$ cat config.mk
export PLATFORM = sky130hd
export DESIGN_NAME = sram_1rw_ctrl_flat
export DESIGN_NICKNAME = d
export VERILOG_FILES = /design/src/rtl/sram_1rw_ctrl_if.sv /design/src/rtl/sram_1rw_ctrl.sv /design/src/flat_wrapper.sv
export SDC_FILE = /design/constraint.sdc
export NUM_CORES = 1
export LEC_CHECK = 0
export CORE_ASPECT_RATIO = 0.7
export CORE_UTILIZATION = 51
export DETAILED_ROUTE_END_ITERATION = 12
export HOLD_SLACK_MARGIN = 0.1
export PLACE_DENSITY = 0.8
export REMOVE_ABC_BUFFERS = 1
export SYNTH_ARGS = -nofsm -noshare
export SYNTH_HDL_FRONTEND = slang
export SYNTH_SLANG_ARGS = --single-unit
$ cat constraint.sdc
create_clock -name clk0 -period 7.3 [get_ports clk0]
set_input_delay 0.73 -clock clk0 [delete_from_list [all_inputs] [get_ports clk0]]
set_output_delay 0.73 -clock clk0 [all_outputs]
set_load 0.005 [all_outputs]
$ cat src/rtl/sram_1rw_ctrl_if.sv
// Request/response bus of the single-port SRAM controller.
// Master drives requests and rsp_ready; slave is the controller.
interface sram_1rw_ctrl_if #(
  parameter int ADDR_WIDTH = 10,
  parameter int DATA_WIDTH = 33,
  parameter int NUM_WMASKS = 4
);
  logic                  req_valid;
  logic                  req_ready;
  logic                  req_we;
  logic [NUM_WMASKS-1:0] req_wmask;
  logic                  req_spare_wen;
  logic [ADDR_WIDTH-1:0] req_addr;
  logic [DATA_WIDTH-1:0] req_wdata;
  logic                  rsp_valid;
  logic                  rsp_ready;
  logic [DATA_WIDTH-1:0] rsp_rdata;

  modport master (
    output req_valid,
    output req_we,
    output req_wmask,
    output req_spare_wen,
    output req_addr,
    output req_wdata,
    output rsp_ready,
    input  req_ready,
    input  rsp_valid,
    input  rsp_rdata
  );

  modport slave (
    input  req_valid,
    input  req_we,
    input  req_wmask,
    input  req_spare_wen,
    input  req_addr,
    input  req_wdata,
    input  rsp_ready,
    output req_ready,
    output rsp_valid,
    output rsp_rdata
  );
endinterface

$ cat src/rtl/sram_1rw_ctrl.sv
// Single-port SRAM controller: registered SRAM pins, 2-stage
// read tracking and a credit-guarded response FIFO.
module sram_1rw_ctrl #(
  parameter int ADDR_WIDTH = 10,
  parameter int DATA_WIDTH = 33,
  parameter int NUM_WMASKS = 4,
  parameter int RSP_DEPTH  = 4
) (
  input  logic                  clk0,
  input  logic                  rst0,
  sram_1rw_ctrl_if.slave        bus,
  output logic                  csb0,
  output logic                  web0,
  output logic [NUM_WMASKS-1:0] wmask0,
  output logic                  spare_wen0,
  output logic [ADDR_WIDTH-1:0] addr0,
  output logic [DATA_WIDTH-1:0] din0,
  input  logic [DATA_WIDTH-1:0] dout0
);

  localparam int PW = (RSP_DEPTH > 1) ? $clog2(RSP_DEPTH) : 1;
  localparam int CW = PW + 1;
  localparam int SW = CW + 1;

  typedef logic [PW-1:0]         ptr_t;
  typedef logic [CW-1:0]         cnt_t;
  typedef logic [SW-1:0]         sum_t;
  typedef logic [DATA_WIDTH-1:0] data_t;

  logic                  csb_q, csb_d;
  logic                  web_q, web_d;
  logic [NUM_WMASKS-1:0] wmask_q, wmask_d;
  logic                  spare_q, spare_d;
  logic [ADDR_WIDTH-1:0] addr_q, addr_d;
  data_t                 din_q, din_d;

  logic rd1_q, rd1_d;
  logic rd2_q, rd2_d;
  logic rdy_q, rdy_d;

  cnt_t  cnt_q, cnt_d;
  ptr_t  wptr_q, wptr_d;
  ptr_t  rptr_q, rptr_d;
  data_t mem_q [RSP_DEPTH];

  logic accept;
  logic acc_rd;
  logic push;
  logic pop;
  logic nempty;
  logic full;
  sum_t credit;

  assign accept = bus.req_valid & rdy_q;
  assign acc_rd = accept & ~bus.req_we;
  assign push   = rd2_q;
  assign nempty = (cnt_q != '0);
  assign full   = (cnt_q == cnt_t'(RSP_DEPTH));
  assign pop    = nempty & bus.rsp_ready;

  always_comb begin
    csb_d   = 1'b1;
    web_d   = 1'b1;
    wmask_d = '0;
    spare_d = 1'b0;
    addr_d  = addr_q;
    din_d   = din_q;
    if (accept) begin
      csb_d  = 1'b0;
      web_d  = ~bus.req_we;
      addr_d = bus.req_addr;
      din_d  = bus.req_wdata;
      if (bus.req_we) begin
        wmask_d = bus.req_wmask;
        spare_d = bus.req_spare_wen;
      end
    end
  end

  always_comb begin
    rd1_d  = acc_rd;
    rd2_d  = rd1_q;
    wptr_d = push ? ptr_t'(wptr_q + 1'b1) : wptr_q;
    rptr_d = pop  ? ptr_t'(rptr_q + 1'b1) : rptr_q;
    cnt_d  = cnt_q;
    unique case (1'b1)
      (push && !pop): cnt_d = cnt_t'(cnt_q + 1'b1);
      (pop && !push): cnt_d = cnt_t'(cnt_q - 1'b1);
      default:        cnt_d = cnt_q;
    endcase
    // Credit counts every read that will still need a FIFO slot
    credit = sum_t'(cnt_d) + sum_t'(rd1_d) + sum_t'(rd2_d);
    rdy_d  = (credit < sum_t'(RSP_DEPTH));
  end

  always_ff @(posedge clk0 or posedge rst0) begin
    if (rst0) begin
      csb_q   <= 1'b1;
      web_q   <= 1'b1;
      wmask_q <= '0;
      spare_q <= 1'b0;
      addr_q  <= '0;
      din_q   <= '0;
    end else begin
      csb_q   <= csb_d;
      web_q   <= web_d;
      wmask_q <= wmask_d;
      spare_q <= spare_d;
      addr_q  <= addr_d;
      din_q   <= din_d;
    end
  end

  always_ff @(posedge clk0 or posedge rst0) begin
    if (rst0) begin
      rd1_q  <= 1'b0;
      rd2_q  <= 1'b0;
      rdy_q  <= 1'b0;
      cnt_q  <= '0;
      wptr_q <= '0;
      rptr_q <= '0;
    end else begin
      rd1_q  <= rd1_d;
      rd2_q  <= rd2_d;
      rdy_q  <= rdy_d;
      cnt_q  <= cnt_d;
      wptr_q <= wptr_d;
      rptr_q <= rptr_d;
    end
  end

  always_ff @(posedge clk0 or posedge rst0) begin
    if (rst0) begin
      for (int i = 0; i < RSP_DEPTH; i++) begin
        mem_q[i] <= '0;
      end
    end else if (push) begin
      mem_q[wptr_q] <= dout0;
    end
  end

  assign csb0       = csb_q;
  assign web0       = web_q;
  assign wmask0     = wmask_q;
  assign spare_wen0 = spare_q;
  assign addr0      = addr_q;
  assign din0       = din_q;

  assign bus.req_ready = rdy_q;
  assign bus.rsp_valid = nempty;
  assign bus.rsp_rdata = nempty ? mem_q[rptr_q] : '0;

`ifndef SYNTHESIS
  a_no_ovf: assert property (
    @(posedge clk0) disable iff (rst0)
    !(push && !pop && full)
  ) else $error("rsp fifo overflow");
`endif

endmodule

$ cat src/flat_wrapper.sv
// flat-port wrapper written by rule: the top's interface ports become plain ports
module sram_1rw_ctrl_flat 
#(
  parameter int ADDR_WIDTH = 10,
  parameter int DATA_WIDTH = 33,
  parameter int NUM_WMASKS = 4,
  parameter int RSP_DEPTH  = 4
)
  (clk0, rst0, csb0, web0, wmask0, spare_wen0, addr0, din0, dout0, bus_req_valid, bus_req_we, bus_req_wmask, bus_req_spare_wen, bus_req_addr, bus_req_wdata, bus_rsp_ready, bus_req_ready, bus_rsp_valid, bus_rsp_rdata);
  sram_1rw_ctrl_if #(.ADDR_WIDTH(ADDR_WIDTH), .DATA_WIDTH(DATA_WIDTH), .NUM_WMASKS(NUM_WMASKS)) bus_i ();
  input  logic clk0;
  input  logic rst0;
  output logic csb0;
  output logic web0;
  output logic [NUM_WMASKS-1:0] wmask0;
  output logic spare_wen0;
  output logic [ADDR_WIDTH-1:0] addr0;
  output logic [DATA_WIDTH-1:0] din0;
  input  logic [DATA_WIDTH-1:0] dout0;
  input wire logic [$bits(bus_i.req_valid)-1:0] bus_req_valid;
  input wire logic [$bits(bus_i.req_we)-1:0] bus_req_we;
  input wire logic [$bits(bus_i.req_wmask)-1:0] bus_req_wmask;
  input wire logic [$bits(bus_i.req_spare_wen)-1:0] bus_req_spare_wen;
  input wire logic [$bits(bus_i.req_addr)-1:0] bus_req_addr;
  input wire logic [$bits(bus_i.req_wdata)-1:0] bus_req_wdata;
  input wire logic [$bits(bus_i.rsp_ready)-1:0] bus_rsp_ready;
  output wire logic [$bits(bus_i.req_ready)-1:0] bus_req_ready;
  output wire logic [$bits(bus_i.rsp_valid)-1:0] bus_rsp_valid;
  output wire logic [$bits(bus_i.rsp_rdata)-1:0] bus_rsp_rdata;
  assign bus_i.req_valid = bus_req_valid;
  assign bus_i.req_we = bus_req_we;
  assign bus_i.req_wmask = bus_req_wmask;
  assign bus_i.req_spare_wen = bus_req_spare_wen;
  assign bus_i.req_addr = bus_req_addr;
  assign bus_i.req_wdata = bus_req_wdata;
  assign bus_i.rsp_ready = bus_rsp_ready;
  assign bus_req_ready = bus_i.req_ready;
  assign bus_rsp_valid = bus_i.rsp_valid;
  assign bus_rsp_rdata = bus_i.rsp_rdata;
  sram_1rw_ctrl #(.ADDR_WIDTH(ADDR_WIDTH), .DATA_WIDTH(DATA_WIDTH), .NUM_WMASKS(NUM_WMASKS), .RSP_DEPTH(RSP_DEPTH)) u_core (.clk0(clk0), .rst0(rst0), .bus(bus_i), .csb0(csb0), .web0(web0), .wmask0(wmask0), .spare_wen0(spare_wen0), .addr0(addr0), .din0(din0), .dout0(dout0));
endmodule
==> results of run 1 <==
==> cells in the final DEF (no fill, tap or decap), drive strengths merged <==
cell,synthesis,routed
a211oi,1,1
a31o,1,1
and2,35,35
and3,5,5
buf,22,4
bufinv,0,1
clkbuf,13,20
clkdlybuf4s50,0,170
clkinv,0,6
clkinvlp,0,2
dfrtp,190,190
dfstp,2,2
fa,1,1
ha,6,6
inv,9,11
mux2,132,132
mux4,33,33
nand2,136,136
nand3,1,1
nor2,1,1
nor3,1,1
o21a,1,1
o21ai,2,2
or2,1,1
or3,1,1
xnor2,2,2
xor2,3,3
==> final cells by class <==
class                      instances  area [um2]
fill                            1111        5017
sequential                       192        4810
multi-input combinational        363        3218
timing repair buffer             174        1732
clock buffer                      20       466.7
tap                              200       250.2
clock inverter                    11       107.6
inverter                           9       41.29
==> stage by stage <==
stage | hold slack [ns] | instance area (um2) | setup WS, ns | util [%] | total power, mW
5_1_grt | 0.4174 | 10630 | 3.558 | 67.93 | 5.174
3_5_place_dp | 0.3851 | 10050 | 4.127 | 64.25 | 4.013
4_1_cts | 0.4041 | 10630 | 3.667 | 67.93 | 4.932
6_report | 0.4117 | 10630 | 3.745 | 67.93 | 4.888
3_3_place_gp | 0.3876 | 10050 | 4.143 | 64.25 | 3.898
2_1_floorplan | 0.3597 | 8049 | 1.346 | - | 2.957
==> registers in the layout, indices dropped and copies added, names as in the netlist <==
register and count:
u_core.mem_q 132, u_core.din0 33, u_core.addr0 10, u_core.wmask0 4, u_core.cnt_q 3, u_core.rptr_q 2
u_core.wptr_q 2, u_core.bus.req_ready 1, u_core.csb0 1, u_core.push 1, u_core.rd1_q 1, u_core.spare_wen0 1
u_core.web0 1
==> Yosys cell counts, types with 2 or more instances <==
cell type and number:
buf_12 3, and2_1 35, mux2_2 132, mux4_2 28, clkbuf_1 13, and3_1 5
inv_1 8, xnor2_1 2, dfrtp_1 190, mux4_1 5, buf_2 18, o21ai_0 2
dfstp_2 2, nand2_1 136, xor2_1 3, ha_1 6
==> layer usage <==
| layer | vias up | routed length, um | GRT usage, % |
|---|---|---|---|
| li1 | 2366 | - | - |
| met1 | 2717 | 8127 | 30.54 |
| met2 | 117 | 9277 | 39.45 |
| met3 | 30 | 609 | 5.731 |
| met4 | 0 | 386 | 7.857 |
| met5 | - | 0 | 0 |
==> kinds of logic after synthesis <==
kind of cell,Yosys count
buffers and inverters,44
muxes,165
AOI/OAI and AO/OA,5
adders and majority gates,7
DFF,192
xor gates and xnor gates,5
and+or+nand+nor,181
==> where the power goes <==
group | internal (mW) | total [mW] | switching (mW)
Clock | 0.499 | 0.902 | 0.403
Sequential | 1.59 | 1.93 | 0.339
Combinational | 1.36 | 2.06 | 0.700
Total | 3.45 | 4.89 | 1.44
==> worst paths after layout <==
path,start,end,slack [ns],cells after the start
worst max-delay path,u_core.rptr_q[0],bus_rsp_rdata[1],3.74,4
worst min-delay path,u_core.rd1_q,u_core.push,0.41,0
worst max register to register,u_core.cnt_q[1],u_core.bus.req_ready,4.61,7
worst min register to register,u_core.rd1_q,u_core.push,0.41,0
max in group asynchronous,rst0,u_core.rptr_q[0],4.92,3
min in group asynchronous,rst0,u_core.addr0[9],0.88,2
==> results.sh, run 1 <==
export IMPL_synth_mux_area_share_pct=27.22
export IMPL_maxCapViolCount=0
export IMPL_syn_avg_cell_area_um2=13.79
export IMPL_end_kind="output pin"
export IMPL_route_detailed_drc=0
export IMPL_antenna_found_initial=0
export IMPL_n_antenna_cell=0
export IMPL_synth_edf_count=0
export IMPL_rows=38
export IMPL_grt_first_pass_wirelength_mm=29.73
export IMPL_yosysWarnings=0
export IMPL_hp_class="flop to flop"
export IMPL_fin_skew_ns=0.01153
export IMPL_ctsResizeCount=0
export IMPL_fp_dieW_um=154.1
export IMPL_synth_compound_area_share_pct=0.4090
export IMPL_synthesis_area_mm2=0.008259
export IMPL_cts_tree="done"
export IMPL_setup_violations=0
export IMPL_die_area_mm2=0.01672
export IMPL_cts_setup_buffers=0
export IMPL_synthSimpleGateAreaFrac_pct=9.529
export IMPL_grt_overflow_total=0
export IMPL_min_period_ns=3.555
export IMPL_ir_drop_uv=233.1
export IMPL_fin_cells=969
export IMPL_wirelength_mm=18.40
export IMPL_dr_pass1_iters=4
export IMPL_required_ns=6.57
export IMPL_synth_top_family_by_area="multiplexers"
export IMPL_cts_sinks=192
export IMPL_synthAdderAreaFrac_pct=1.151
export IMPL_ctsLongestPathBuffers=2
export IMPL_async_reset_ff_share_pct=100.0
export IMPL_path_clk_slew_ns=0.07
export IMPL_synth_flop_cell="dfrtp_1"
export IMPL_grt_use_total_pct=23.57
export IMPL_ys_types=27
export IMPL_final_layout_size_suffix_gt1_share_pct=26.92
export IMPL_worstPathMaxFanout=22
export IMPL_power_density_mw_per_mm2=460.1
export IMPL_dp_cells=938
export IMPL_gp_congestion=0.7374
export IMPL_rsz0062_at_grt="false"
export IMPL_startpoint_type="flop"
export IMPL_ys_top_cells_by_area="dfrtp_1, mux2_2, mux4_2"
export IMPL_path_buf_inv=2
export IMPL_cellLeakagePower_nw=4.651
export IMPL_critPathKind="flop to output pin"
export IMPL_io_buffers=170
export IMPL_root_buffer="clkbuf_16"
export IMPL_synth_xor_area_share_pct=0.5302
export IMPL_ys_seq_area_share_pct=58.20
export IMPL_htreeDepth=4
export IMPL_grt_pass1_vias=5698
export IMPL_post_route_period_util_pct=48.70
export IMPL_yosys_area_top_type="dfrtp_1"
export IMPL_vias=5230
export IMPL_tightestPinTransition_ns=1.045
export IMPL_dp_hpwl_mm=12.05
export IMPL_status="complete, no violations"
export IMPL_core_region_area_mm2=0.01564
export IMPL_nets=850
export IMPL_synth_cells=599
export IMPL_routed_via_density=5.397
export IMPL_ys_ff_latch=192
export IMPL_antenna_left=0
export IMPL_worstSkewPairLatency_ns=0.43
export IMPL_slew_violations=0
export IMPL_cpPeakStageDelay_ns=0.65
export IMPL_drt_initial_drc_count=304
export IMPL_die_h_um=108.5
export IMPL_fin_setup_tns_ns=0
export IMPL_slew_headroom_pct=30.12
export IMPL_hold_violations=0
export IMPL_cts_buffers=17
export IMPL_area_growth_pct=28.65
export IMPL_critPathArrivalTime_ns=2.83
export IMPL_path_delay_family="buffers and inverters"
export IMPL_ios=171
export IMPL_grt_max_degree=118
export IMPL_wl_per_cell_um=18.99
export IMPL_start_util_pct=52.80
export IMPL_cp_slowest_cell="dfrtp_2"
export IMPL_synth_top_area_share_pct=57.57
export IMPL_fmax_mhz=281.3
export IMPL_crit_path_cell_trace="buf_4 > mux4_1 > and2_1 > clkdlybuf4s50_1"
export IMPL_holdBufCountCts=0
Note: power is estimated with default switching activity, not from simulation.
==> inputs of run 2 (changes only) <==
==> constraint.sdc (replaced) <==
create_clock -name clk0 -period 3.53 [get_ports clk0]
set_input_delay 0.353 -clock clk0 [delete_from_list [all_inputs] [get_ports clk0]]
set_output_delay 0.353 -clock clk0 [all_outputs]
set_load 0.005 [all_outputs]
==> run 2 against run 1 <==
  * Clock skew is 0.0027 ns lower
  * Non-clock buffer count is 1 higher
  * Total power is 110% higher
  * Sequential share of layout area is 0.11 points lower
  * Utilization is 0.17 points higher
  * Register-to-register slack worse by 3.8 ns
  * Global-route usage is 0.34 points lower
  * Setup slack worse by 3.1 ns
  * Critical path type unchanged
  * Critical endpoint is now bus_rsp_rdata[2]
  * Largest cell class unchanged
  * Largest power group unchanged
==> results.sh, run 2 (synthesis gave the netlist of run 1 again) <==
export IMPL_routed_via_density=5.360
export IMPL_power_density_mw_per_mm2=954.8
export IMPL_fin_skew_ns=0.008847
export IMPL_fin_cells=971
export IMPL_setup_violations=0
export IMPL_end_kind="output pin"
export IMPL_start_util_pct=52.80
export IMPL_worstPathMaxFanout=34
export IMPL_die_h_um=108.5
export IMPL_holdBufCountCts=0
export IMPL_n_antenna_cell=0
export IMPL_fin_setup_tns_ns=0
export IMPL_layout_commonest_cell="dfrtp_1"
export IMPL_largest_register_ffs=132
export IMPL_critPathKind="flop to output pin"
export IMPL_drt_initial_drc_count=184
export IMPL_hold_depth=0
export IMPL_nets=851
export IMPL_r2r_cells=8
export IMPL_io_buffers=170
export IMPL_slew_headroom_pct=34.88
export IMPL_rsz0062_at_grt="false"
export IMPL_hp_class="flop to flop"
export IMPL_path_clk_slew_ns=0.07
export IMPL_antenna_left=0
export IMPL_vias=5205
export IMPL_startpoint_type="flop"
export IMPL_root_buffer="clkbuf_16"
export IMPL_top_register="u_core.mem_q"
export IMPL_ios=171
export IMPL_die_area_mm2=0.01672
export IMPL_grt_max_degree=138
export IMPL_min_period_ns=2.878
export IMPL_cts_buffers=17
export IMPL_post_route_period_util_pct=81.53
export IMPL_wirelength_mm=18.43
export IMPL_dp_hpwl_mm=12.01
export IMPL_tightestPinTransition_ns=0.9734
export IMPL_ctsResizeCount=0
export IMPL_worstSkewPairLatency_ns=0.43
export IMPL_antenna_found_initial=0
export IMPL_gp_congestion=0.7568
export IMPL_ctsLongestPathBuffers=2
export IMPL_area_growth_pct=28.97
export IMPL_fp_dieW_um=154.1
export IMPL_dr_pass1_iters=4
export IMPL_status="complete, no violations"
export IMPL_cts_sinks=192
export IMPL_grt_first_pass_wirelength_mm=29.33
export IMPL_htreeDepth=4
export IMPL_cpPeakStageDelay_ns=1.00
export IMPL_slew_violations=0
export IMPL_hold_violations=0
export IMPL_dp_cells=939
export IMPL_grt_use_total_pct=23.23
export IMPL_wl_per_cell_um=18.98
export IMPL_crit_path_cell_trace="mux4_1 > and2_1 > clkdlybuf4s50_1"
export IMPL_cellLeakagePower_nw=4.668
export IMPL_cts_setup_buffers=0
export IMPL_cp_slowest_cell="dfrtp_2"
export IMPL_grt_pass1_vias=5549
export IMPL_rows=38
export IMPL_power_mw=10.17
export IMPL_critPathArrivalTime_ns=2.52
export IMPL_final_layout_size_suffix_gt1_share_pct=26.85
export IMPL_grt_overflow_total=0
export IMPL_required_ns=3.18
export IMPL_route_detailed_drc=0
export IMPL_ir_drop_uv=562.3
export IMPL_fmax_mhz=347.5
export IMPL_maxCapViolCount=0
export IMPL_core_region_area_mm2=0.01564
export IMPL_cts_tree="done"
export IMPL_final_cell_mix="dfrtp_1, clkdlybuf4s50_1, nand2_1, mux2_2, and2_1"
## run 2: worst paths after layout
path	endpoint	slack, ns	from
max in group asynchronous	u_core.mem_q[86]	2.17	rst0
worst max register to register	u_core.bus.req_ready	0.82	u_core.cnt_q[1]
worst min-delay path	u_core.push	0.42	u_core.rd1_q
min in group asynchronous	u_core.addr0[8]	0.48	rst0
worst max-delay path	bus_rsp_rdata[2]	0.65	u_core.rptr_q[1]
worst min register to register	u_core.push	0.42	u_core.rd1_q
## run 2: per-layer routing
metal  routed length [um]  track usage [%]  part of all wire (%)  vias to the layer above
met3                  624            5.371                   3.4                       24
met5                    0                0                     0                        -
met1                 8052            30.13                    44                     2704
li1                     -                -                     -                     2379
met4                  317            7.357                   1.7                        0
met2                 9435            39.19                    51                       98
## run 2: power by group
part	total [mW]	switching (mW)	internal, mW
Clock	1.90	0.829	1.07
Sequential	3.95	0.656	3.29
Combinational	4.32	1.51	2.81
Total	10.2	2.99	7.18
## run 2: cell type report
class / count / area [um2]
Multi-Input combinational cell: 363 / 3218
Timing Repair Buffer: 175 / 1752
Inverter: 9 / 41.29
Fill cell: 1080 / 4991
Tap cell: 200 / 250.2
Clock buffer: 20 / 446.7
Sequential cell: 192 / 4810
Clock inverter: 12 / 133.9
## run 2: critical path, delay by kind of cell (launching register included)
kind / cells / cell delay, ns
DFF: 1 / 1.00
buffers and inverters: 1 / 0.47
muxes: 1 / 0.42
and+or+nand+nor: 1 / 0.18
## run 2: metrics by stage
step / utilization, % / hold slack (ns) / setup WS (ns) / instance area, um2
final: 68.09 / 0.4174 / 0.6521 / 10650
after global routing: 68.09 / 0.4447 / 0.5877 / 10650
after CTS: 68.09 / 0.4229 / 0.6420 / 10650
after detailed placement: 64.38 / 0.4016 / 0.8429 / 10070
after global placement: 64.38 / 0.3986 / 0.9450 / 10070
after floorplan: - / 0.3597 / -2.047 / 8049
